### src/rtl/muldiv_sequencer_pkg.sv
// Shared definitions for the multi-cycle multiply/divide unit.
//   op_e     : operation encodings presented on Op
//   state_e  : sequencer states (IDLE -> RUN -> FIX -> IDLE)
//   FUNCT_*  : R-type funct codes that ALUControl decodes onto this unit
package muldiv_sequencer_pkg;

    typedef enum logic [1:0] {
        OP_MULT  = 2'b00,
        OP_MULTU = 2'b01,
        OP_DIV   = 2'b10,
        OP_DIVU  = 2'b11
    } op_e;

    typedef enum logic [1:0] {
        S_IDLE = 2'd0,
        S_RUN  = 2'd1,
        S_FIX  = 2'd2
    } state_e;

    localparam logic [5:0] FUNCT_MTHI  = 6'h11;
    localparam logic [5:0] FUNCT_MTLO  = 6'h13;
    localparam logic [5:0] FUNCT_MULT  = 6'h18;
    localparam logic [5:0] FUNCT_MULTU = 6'h19;
    localparam logic [5:0] FUNCT_DIV   = 6'h1A;
    localparam logic [5:0] FUNCT_DIVU  = 6'h1B;

endpackage

### src/rtl/muldiv_sequencer_iter_step.sv
// One iteration of the unsigned multiply / divide datapath (combinational).
//   is_div      : 1 = restoring shift-subtract step, 0 = shift-add step
//   partial_in  : {upper, lower} working register, 2*DATA_W bits
//   operand     : multiplier magnitude (mul) or divisor magnitude (div)
//   partial_out : working register after this iteration
// Multiply: lower starts as the multiplicand; after DATA_W steps the pair
// holds the 64-bit product. Divide: lower starts as the dividend; after
// DATA_W steps upper is the remainder and lower the quotient.
module muldiv_sequencer_iter_step #(
    parameter int DATA_W = 32
) (
    input  logic                  is_div,
    input  logic [2*DATA_W-1:0]   partial_in,
    input  logic [DATA_W-1:0]     operand,
    output logic [2*DATA_W-1:0]   partial_out
);

    logic [DATA_W:0]   mul_sum;
    logic [DATA_W:0]   div_trial;
    logic [DATA_W:0]   div_diff;
    logic [DATA_W-1:0] mul_addend;

    always_comb begin
        mul_addend = partial_in[0] ? operand : '0;
        // Carry out of the add is kept and shifted back into the top bit.
        mul_sum    = {1'b0, partial_in[2*DATA_W-1:DATA_W]} + {1'b0, mul_addend};
        // Remainder shifted left by one with the next dividend bit brought in;
        // one extra bit so the trial subtraction exposes its borrow in bit DATA_W.
        div_trial  = partial_in[2*DATA_W-1:DATA_W-1];
        div_diff   = div_trial - {1'b0, operand};

        partial_out = '0;
        if (is_div) begin
            if (!div_diff[DATA_W]) begin
                partial_out = {div_diff[DATA_W-1:0], partial_in[DATA_W-2:0], 1'b1};
            end else begin
                partial_out = {partial_in[2*DATA_W-2:0], 1'b0};
            end
        end else begin
            partial_out = {mul_sum, partial_in[DATA_W-1:1]};
        end
    end

endmodule

### src/rtl/muldiv_sequencer.sv
// Multi-cycle MULT/MULTU/DIV/DIVU unit with architectural HI/LO registers.
// Ports:
//   Clk, Rst       : rising-edge clock, asynchronous active-low reset
//   Start, Op, A, B: launch an operation (sampled only when idle)
//   Abort          : cancel whatever is in flight; Hi/Lo left untouched
//   HiWrite/LoWrite/WData : MTHI/MTLO, honoured only when idle and not starting
//   Busy, Stall    : operation in flight; Stall = Busy | Start (combinational)
//   Done, DivByZero: one-cycle pulse when Hi/Lo carry a new result
//   Hi, Lo         : HI/LO registers
// Operands are reduced to magnitudes at launch, the unsigned core iterates
// one bit per clock, and the sign is restored in FIX as the result is written.
module muldiv_sequencer
    import muldiv_sequencer_pkg::*;
#(
    parameter int DATA_W = 32
) (
    input  logic              Clk,
    input  logic              Rst,
    input  logic              Start,
    input  logic [1:0]        Op,
    input  logic [DATA_W-1:0] A,
    input  logic [DATA_W-1:0] B,
    input  logic              Abort,
    input  logic              HiWrite,
    input  logic              LoWrite,
    input  logic [DATA_W-1:0] WData,
    output logic              Busy,
    output logic              Stall,
    output logic              Done,
    output logic              DivByZero,
    output logic [DATA_W-1:0] Hi,
    output logic [DATA_W-1:0] Lo
);

    localparam int               CNT_W    = $clog2(DATA_W);
    localparam logic [CNT_W-1:0] CNT_LAST = CNT_W'(DATA_W - 1);

    state_e              state_reg, state_next;
    logic [CNT_W-1:0]    cnt_reg;
    logic                is_div_reg;
    logic                neg_q_reg;      // product / quotient must be negated
    logic                neg_r_reg;      // remainder must be negated
    logic                dbz_pend_reg;   // divide by zero: RUN skipped
    logic [DATA_W-1:0]   operand_reg;
    logic [2*DATA_W-1:0] partial_reg;
    logic [2*DATA_W-1:0] partial_step;
    logic [DATA_W-1:0]   hi_reg, lo_reg;
    logic                done_reg, dbz_reg;

    op_e                 op_in;
    logic                op_is_div, op_signed, launch, launch_dbz;
    logic [DATA_W-1:0]   a_mag, b_mag;

    logic [2*DATA_W-1:0] prod_fixed;
    logic [DATA_W-1:0]   quot_fixed, rem_fixed, fix_hi, fix_lo;

    assign op_in = op_e'(Op);

    always_comb begin
        op_is_div  = (op_in == OP_DIV) || (op_in == OP_DIVU);
        op_signed  = (op_in == OP_MULT) || (op_in == OP_DIV);
        // The most negative value maps onto itself, which read as unsigned is
        // exactly its magnitude, so no special case is needed.
        a_mag      = (op_signed && A[DATA_W-1]) ? -A : A;
        b_mag      = (op_signed && B[DATA_W-1]) ? -B : B;
        launch     = (state_reg == S_IDLE) && Start && !Abort;
        launch_dbz = op_is_div && (B == '0);
    end

    muldiv_sequencer_iter_step #(
        .DATA_W(DATA_W)
    ) u_step (
        .is_div      (is_div_reg),
        .partial_in  (partial_reg),
        .operand     (operand_reg),
        .partial_out (partial_step)
    );

    // Sign restoration and result selection for the FIX write.
    always_comb begin
        prod_fixed = neg_q_reg ? -partial_reg : partial_reg;
        quot_fixed = neg_q_reg ? -(partial_reg[DATA_W-1:0]) : partial_reg[DATA_W-1:0];
        rem_fixed  = neg_r_reg ? -(partial_reg[2*DATA_W-1:DATA_W])
                               : partial_reg[2*DATA_W-1:DATA_W];
        if (dbz_pend_reg) begin
            // Raw dividend was parked in the low half at launch.
            fix_hi = partial_reg[DATA_W-1:0];
            fix_lo = '1;
        end else if (is_div_reg) begin
            fix_hi = rem_fixed;
            fix_lo = quot_fixed;
        end else begin
            fix_hi = prod_fixed[2*DATA_W-1:DATA_W];
            fix_lo = prod_fixed[DATA_W-1:0];
        end
    end

    // State register
    always_ff @(posedge Clk or negedge Rst) begin
        if (!Rst) begin
            state_reg <= S_IDLE;
        end else begin
            state_reg <= state_next;
        end
    end

    // Next-state logic; Abort beats everything, including a launch.
    always_comb begin
        state_next = state_reg;
        case (state_reg)
            S_IDLE: begin
                if (launch) begin
                    state_next = launch_dbz ? S_FIX : S_RUN;
                end
            end
            S_RUN: begin
                if (Abort) begin
                    state_next = S_IDLE;
                end else if (cnt_reg == CNT_LAST) begin
                    state_next = S_FIX;
                end
            end
            S_FIX: begin
                state_next = S_IDLE;
            end
            default: begin
                state_next = S_IDLE;
            end
        endcase
    end

    // Datapath, counter and HI/LO
    always_ff @(posedge Clk or negedge Rst) begin
        if (!Rst) begin
            cnt_reg      <= '0;
            is_div_reg   <= 1'b0;
            neg_q_reg    <= 1'b0;
            neg_r_reg    <= 1'b0;
            dbz_pend_reg <= 1'b0;
            operand_reg  <= '0;
            partial_reg  <= '0;
            hi_reg       <= '0;
            lo_reg       <= '0;
            done_reg     <= 1'b0;
            dbz_reg      <= 1'b0;
        end else begin
            done_reg <= 1'b0;
            dbz_reg  <= 1'b0;
            case (state_reg)
                S_IDLE: begin
                    if (launch) begin
                        cnt_reg      <= '0;
                        is_div_reg   <= op_is_div;
                        neg_q_reg    <= op_signed && (A[DATA_W-1] ^ B[DATA_W-1]);
                        neg_r_reg    <= op_signed && A[DATA_W-1];
                        dbz_pend_reg <= launch_dbz;
                        operand_reg  <= b_mag;
                        partial_reg  <= {{DATA_W{1'b0}}, (launch_dbz ? A : a_mag)};
                    end else if (!Start) begin
                        if (HiWrite) begin
                            hi_reg <= WData;
                        end
                        if (LoWrite) begin
                            lo_reg <= WData;
                        end
                    end
                end
                S_RUN: begin
                    if (!Abort) begin
                        partial_reg <= partial_step;
                        cnt_reg     <= cnt_reg + CNT_W'(1);
                    end
                end
                S_FIX: begin
                    if (!Abort) begin
                        hi_reg   <= fix_hi;
                        lo_reg   <= fix_lo;
                        done_reg <= 1'b1;
                        dbz_reg  <= dbz_pend_reg;
                    end
                end
                default: begin
                end
            endcase
        end
    end

    assign Busy      = (state_reg != S_IDLE);
    assign Stall     = Busy | Start;
    assign Done      = done_reg;
    assign DivByZero = dbz_reg;
    assign Hi        = hi_reg;
    assign Lo        = lo_reg;

endmodule
### config.mk
export PLATFORM = sky130hd
export DESIGN_NAME = muldiv_sequencer
export DESIGN_NICKNAME = d
export VERILOG_FILES = /design/src/rtl/muldiv_sequencer_pkg.sv /design/src/rtl/muldiv_sequencer_iter_step.sv /design/src/rtl/muldiv_sequencer.sv
export SDC_FILE = /design/constraint.sdc
export NUM_CORES = 1
export LEC_CHECK = 0
export ABC_AREA = 1
export CORE_MARGIN = 2
export CORE_UTILIZATION = 35
export DETAILED_ROUTE_END_ITERATION = 12
export PLACE_DENSITY = 0.5
export SETUP_SLACK_MARGIN = 0.02
export SLEW_MARGIN = 20
export SYNTH_ARGS = -nofsm -noshare
export SYNTH_HDL_FRONTEND = slang
export SYNTH_SLANG_ARGS = --single-unit
### constraint.sdc
create_clock -name Clk -period 3.5 [get_ports Clk]
set_input_delay 0.875 -clock Clk [delete_from_list [all_inputs] [get_ports Clk]]
set_output_delay 0.875 -clock Clk [all_outputs]
set_load 0.03 [all_outputs]
==> results of run 1 <==
==> area by class of cell <==
cell class              instances  area share
clock buffers                  19     0.02128
clock inverters                12    0.009230
inverters                     437     0.07719
multi-input cells            2372      0.5402
flip-flops and latches        173      0.2036
well taps                     672     0.03951
repair buffers                245      0.1089
==> critical path, cell delays in order (launching register included) <==
cell and delay, ns:
dfrtp_1 0.49, ha_1 0.33, fa_1 0.47, nor2_2 0.17, o21ai_1 0.08, nand2_2 0.09
nand2_1 0.07, nand2_2 0.09, nand2_2 0.09, nand3_1 0.14, nand2_4 0.19, buf_4 0.20
nand2_1 0.07, nand3_1 0.21, nand2_1 0.14, nand2_1 0.09
==> Yosys cell counts, types with 22 or more instances <==
cell type	instances	share of area
nor3_1	40	0.011
clkbuf_1	57	0.012
ha_1	70	0.049
nand3_1	263	0.073
nand4_1	35	0.012
a21oi_1	259	0.072
a31oi_1	22	0.0077
xor2_1	37	0.018
o21ai_0	194	0.054
inv_1	420	0.088
nor2_1	397	0.083
nand2_1	892	0.19
buf_2	24	0.0067
dfrtp_1	173	0.24
==> where the power goes <==
| part | switching (mW) | internal [mW] | leakage (nW) | total, mW |
|---|---|---|---|---|
| registers | 0.829 | 2.60 | 2.05 | 3.43 |
| logic | 7.71 | 3.63 | 8.54 | 11.3 |
| clock network | 0.962 | 1.25 | 0.317 | 2.21 |
| total | 9.50 | 7.47 | 10.9 | 17.0 |
==> cell families (layout without fill, tap and decap cells) <==
kind of cell,count (synthesis),after routing,synth area share
AOI/OAI and AO/OA,554,554,0.1693
xor gates and xnor gates,53,53,0.02586
adders and majority gates,72,72,0.05103
buffers and inverters,542,713,0.1191
DFF,173,173,0.2412
and+or+nand+nor,1693,1693,0.3935
==> worst paths after layout <==
kind | to | slack [ns] | start | cells after the start
hold reg to reg | Lo[6]$_DFFE_PN0P_ | 0.49 | Lo[6]$_DFFE_PN0P_ | 2
setup / recovery | partial_reg[60]$_DFFE_PN0P_ | 0.45 | operand_reg[0]$_DFFE_PN0P_ | 15
setup reg to reg | partial_reg[60]$_DFFE_PN0P_ | 0.45 | operand_reg[0]$_DFFE_PN0P_ | 15
max in group asynchronous | partial_reg[20]$_DFFE_PN0P_ | 2.43 | Rst | 2
hold / removal | Lo[19]$_DFFE_PN0P_ | 0.35 | Rst | 1
min in group Clk | Lo[6]$_DFFE_PN0P_ | 0.49 | Lo[6]$_DFFE_PN0P_ | 2
==> metal layers <==
| layer | vias to the layer above | GRT usage | wire (microns) |
|---|---|---|---|
| met2 | 599 | 0.5706 | 41650 |
| met5 | - | 0 | 0 |
| li1 | 10220 | - | - |
| met1 | 9830 | 0.3682 | 34430 |
| met3 | 140 | 0.03891 | 3480 |
| met4 | 0 | 0.1575 | 4192 |
==> per-stage QoR <==
stage / power (mW) / cell area (sq um) / utilization / worst slack, ns
after floorplan: 10.35 / 17950 / - / 0.9401
after global placement: 14.65 / 20630 / 0.4096 / 0.3167
after detailed placement: 14.65 / 20630 / 0.4096 / 0.2980
after CTS: 16.93 / 21280 / 0.4225 / 0.4745
after global routing: 18.31 / 21280 / 0.4225 / 0.2587
final: 16.97 / 21280 / 0.4225 / 0.4531
==> metrics, run 1 <==
status finished, final reports clean; Post-synth ARST share 1.000; PD cells 797.4 nW/um^2; CTS Buffer Depth 2; Initial Util 0.3563; sequential element share of the synthesized area 0.2412; antenna fix cells 0; Routed WL 83.76 mm; first-pass GRT wire length 126.0 mm; vias in the first global route 20350; TritonRoute pass-1 iters 8; Worst-Skew Late Latency 0.51 ns; Initial DRC Count 1802; Num CTS Buffers 17; H-tree depth 4; Period minus WS final 3.047 ns; fin cells 3930; slew of the pin with the lowest slew margin 0.7952 ns; Post-synth top flop dfrtp_1; Filler Cells Inserted 5666; leading cell type in the layout, fill and taps excluded nand2_1; post-cts sizing count 0; WP data required 3.88 ns; largest net degree at the start of global routing 70; Max-slew headroom 0.4643; Via Count 20790; Total GRT Usage 0.3163; multi-input combinational cell area 11500 sq um; CP endpoint kind register; Static Leakage 10.91 nW; Final Max Slew Viols 0; # port buffers 171; Hold Vio Cnt, Final 0; Distinct cells, synth 53; post-synthesis cell count 3087; Layout Nets 3422; cts hold-fix bufs 0; commonest cells after routing, fill and taps aside nand2_1 (892), inv_1 (420), nor2_1 (395); EDFF count, synth 0; CP startpoint kind register; Die Ht 230.4 microns; HP Class in -> async; CTS tree yes; Post-Syn Area 17950 sq um; skew final 0.01325 ns; share of layout cells above drive strength 1 0.06108; DR WL/cell 21.31 microns; max FFs per register 64; Vias/cell 5.291; Worst-path clk slew 0.07 ns; syn_nets 3263; GRT overflow 0; Post-CTS Setup Bufs 0; Die ar. 53100 sq um; RSZ-0062 raised after global routing false; final setup vio count 0; Post-Syn Area per Cell 5.814 sq um; Yosys Warn Count 0; Area growth, synth to finish 18.58%; critical path arrival 3.43 ns; synthesized flop and latch total 173; RD Place Congestion 0.9926; die width 230.4 microns; final worst path period share 0.8705; critical path class reg -> reg; clk sinks 173; Root Buffer clkbuf_16; dpl cells 3899; DP HPWL 68.78 mm; post-route ant nets 0; register area 4333 sq um; Crit Path Max Fanout 18; antenna violations before repair 0; count of max-cap constraint violations 0; Max Clock Freq 328.2 MHz; Core Footprint 50380 sq um; Peak VDD IR 0.4343 mV; worst hold slack 0.3538 ns; floorplan row count 82; detailed-route DRC error count 0; Setup Total Neg Slack 0 ns; Ports 172
Power figures use the tool's default switching activity.
==> inputs of run 2 (changes only) <==
Settings changed: CORE_MARGIN 2 to not set.
Clock period 3.5 ns to 3.85 ns, I/O delays scaled along.
==> run 2 against run 1 <==
Net effect: die area fell by 1.7%; sequential share of layout area rose by 0.26 points; sequential power fell by 7.3%; clock skew barely moved; largest cell class unchanged; highest routed layer unchanged.
==> metrics, run 2 (synthesized netlist as in run 1, its figures left out) <==
status finished, final reports clean (unchanged); Period minus WS final 3.186 ns; die width 228.4 microns (was 230.4 microns); H-tree depth 4 (unchanged); Root Buffer clkbuf_16 (unchanged); DR WL/cell 21.09 microns (was 21.31 microns); Worst Path Buf+Inv 3 (was 1); post-route ant nets 0 (unchanged); CTS Buffer Depth 2 (unchanged); dpl cells 3878 (was 3899); register area 4333 sq um (unchanged); Layout Nets 3401 (was 3422); final setup vio count 0 (unchanged); CP endpoint kind output pin (was register); Static Leakage 10.75 nW (was 10.91 nW); slowest stage delay, CP 0.67 ns (was 0.49 ns); Worst-path clk slew 0.08 ns (was 0.07 ns); antenna fix cells 0 (unchanged); fin cells 3910 (was 3930); DP HPWL 66.81 mm (was 68.78 mm); Hold Vio Cnt, Final 0 (unchanged); Peak VDD IR 0.3688 mV (was 0.4343 mV); Max-slew headroom 0.3468 (was 0.4643); Vias/cell 5.275 (was 5.291); met3 Resource Use GR 0.03318 (was 0.03891); CTS tree yes (unchanged); # port buffers 171 (unchanged); cts hold-fix bufs 0 (unchanged); RD Place Congestion 0.9542 (was 0.9926); delay-heaviest family, CP buffers and inverters (was simple AND/OR/NAND/NOR gates); Num CTS Buffers 17 (unchanged); Total GRT Usage 0.3146 (was 0.3163); Initial Util 0.3563 (unchanged); post-cts sizing count 0 (unchanged); Ports 172 (unchanged); Die Ht 228.4 microns (was 230.4 microns); TritonRoute pass-1 iters 6 (was 8); max FFs per register 64 (unchanged); Post-CTS Setup Bufs 0 (unchanged); Area growth, synth to finish 17.06% (was 18.58%); first-pass GRT wire length 123.1 mm (was 126.0 mm); WP data required 2.89 ns (was 3.88 ns); CP most frequent cell clkdlybuf4s50_1 (was nand2_1); GRT met1 Usage 0.3756 (was 0.3682); Setup Total Neg Slack 0 ns (unchanged); pre-CTS WS 0.3941 ns (was 0.2980 ns); multi-input combinational cell area 11500 sq um (unchanged); Crit Path Max Fanout 2 (was 18); leading cell type in the layout, fill and taps excluded nand2_1 (unchanged); GRT overflow 0 (unchanged); Routed WL 82.46 mm (was 83.76 mm); final worst path period share 0.8277; met2 Use GR 0.5610 (was 0.5706); Final Max Slew Viols 0 (unchanged); share of layout cells above drive strength 1 0.05435 (was 0.06108); count of max-cap constraint violations 0 (unchanged); worst reg-to-reg setup slack 0.71 ns (was 0.45 ns); CP Cell Sequence clkdlybuf4s50_1 -> inv_1 -> nand2_1 -> clkdlybuf4s50_1 (was ha_1 -> fa_1 -> nor2_2 -> o21ai_1 -> nand2_2 -> nand2_1 -> nand2_2 -> nand2_2 -> nand3_1 -> nand2_4 -> buf_4 -> nand2_1 -> nand3_1 -> nand2_1 -> nand2_1); PD cells 711.0 nW/um^2 (was 797.4 nW/um^2); skew final 0.01304 ns (was 0.01325 ns); critical path class in -> out (was reg -> reg); Core Footprint 50380 sq um (unchanged); worst hold slack 0.4487 ns (was 0.3538 ns); CP startpoint kind input pin (was register); Via Count 20630 (was 20790); antenna violations before repair 0 (unchanged); vias in the first global route 19780 (was 20350); clk sinks 173 (unchanged); detailed-route DRC error count 0 (unchanged); floorplan row count 82 (unchanged); Max Clock Freq 313.8 MHz; overall power 14.94 mW (was 16.97 mW); Filler Cells Inserted 5553 (was 5666); largest net degree at the start of global routing 73 (was 70); end-of-flow core utilization 0.4170 (was 0.4225); commonest cells after routing, fill and taps aside nand2_1 (892), inv_1 (420), nor2_1 (395) (unchanged); critical path arrival 2.22 ns (was 3.43 ns); slew of the pin with the lowest slew margin 0.9696 ns (was 0.7952 ns); busiest grt layer met2 (unchanged); CP max stage cell clkdlybuf4s50_1 (was dfrtp_1); setup ws final 0.6635 ns (was 0.4531 ns); dpl cell area 20450 sq um (was 20630 sq um); final instance area 21010 sq um (was 21280 sq um); Initial DRC Count 1657 (was 1802); Die ar. 52190 sq um (was 53100 sq um); HP Class in -> async (unchanged); Worst-Skew Late Latency 0.50 ns (was 0.51 ns); RSZ-0062 raised after global routing false (unchanged)
-- run 2: changes by cell type in the layout (fill, tap and decap cells not counted), moves of 2 or more --
cell       previous run  this run
clkbuf_1              0         2
clkinv_4              0         3
clkbuf_8              2         0
bufinv_16             4         0
buf_4                70        51
buf_12                4         2
-- run 2: per-layer routing --
metal / up-vias / part of all wire / routed length [microns]
li1: 10180 / - / -
met1: 9718 / 0.41 / 34070
met2: 615 / 0.50 / 40950
met3: 110 / 0.041 / 3400
met4: 0 / 0.049 / 4046
met5: - / 0 / 0
-- run 2: path summary, 6_finish.rpt --
| path | from | end | cells past startpoint |
|---|---|---|---|
| setup / recovery | Start | Stall | 4 |
| hold / removal | Rst | Lo[26]$_DFFE_PN0P_ | 1 |
| setup reg to reg | partial_reg[0]$_DFFE_PN0P_ | partial_reg[59]$_DFFE_PN0P_ | 14 |
| hold reg to reg | Lo[29]$_DFFE_PN0P_ | Lo[29]$_DFFE_PN0P_ | 2 |
| max in group asynchronous | Rst | neg_q_reg$_DFFE_PN0P_ | 2 |
| min in group Clk | Lo[29]$_DFFE_PN0P_ | Lo[29]$_DFFE_PN0P_ | 2 |
-- run 2: area by class of cell --
class	instances	area share
clock buffers	19	0.02061
clock inverters	13	0.006015
inverters	437	0.07820
multi-input cells	2372	0.5473
flip-flops and latches	173	0.2062
well taps	672	0.04002
repair buffers	224	0.1017
-- run 2: worst reg2reg max path: cells and delay by family, from the launching register on --
kind	cells	cell delay (ns)
AND/OR/NAND/NOR	10	1.19
flip-flops	1	0.35
buffers and inverters	1	0.45
AO/OA/AOI/OAI	2	0.59
adder cells (fa/ha/maj)	1	0.49
-- run 2: power breakdown --
group | leakage [nW] | switching [mW] | internal (mW)
Clock | 0.268 | 0.898 | 0.852
Sequential | 2.05 | 0.819 | 2.36
Combinational | 8.43 | 6.86 | 3.15
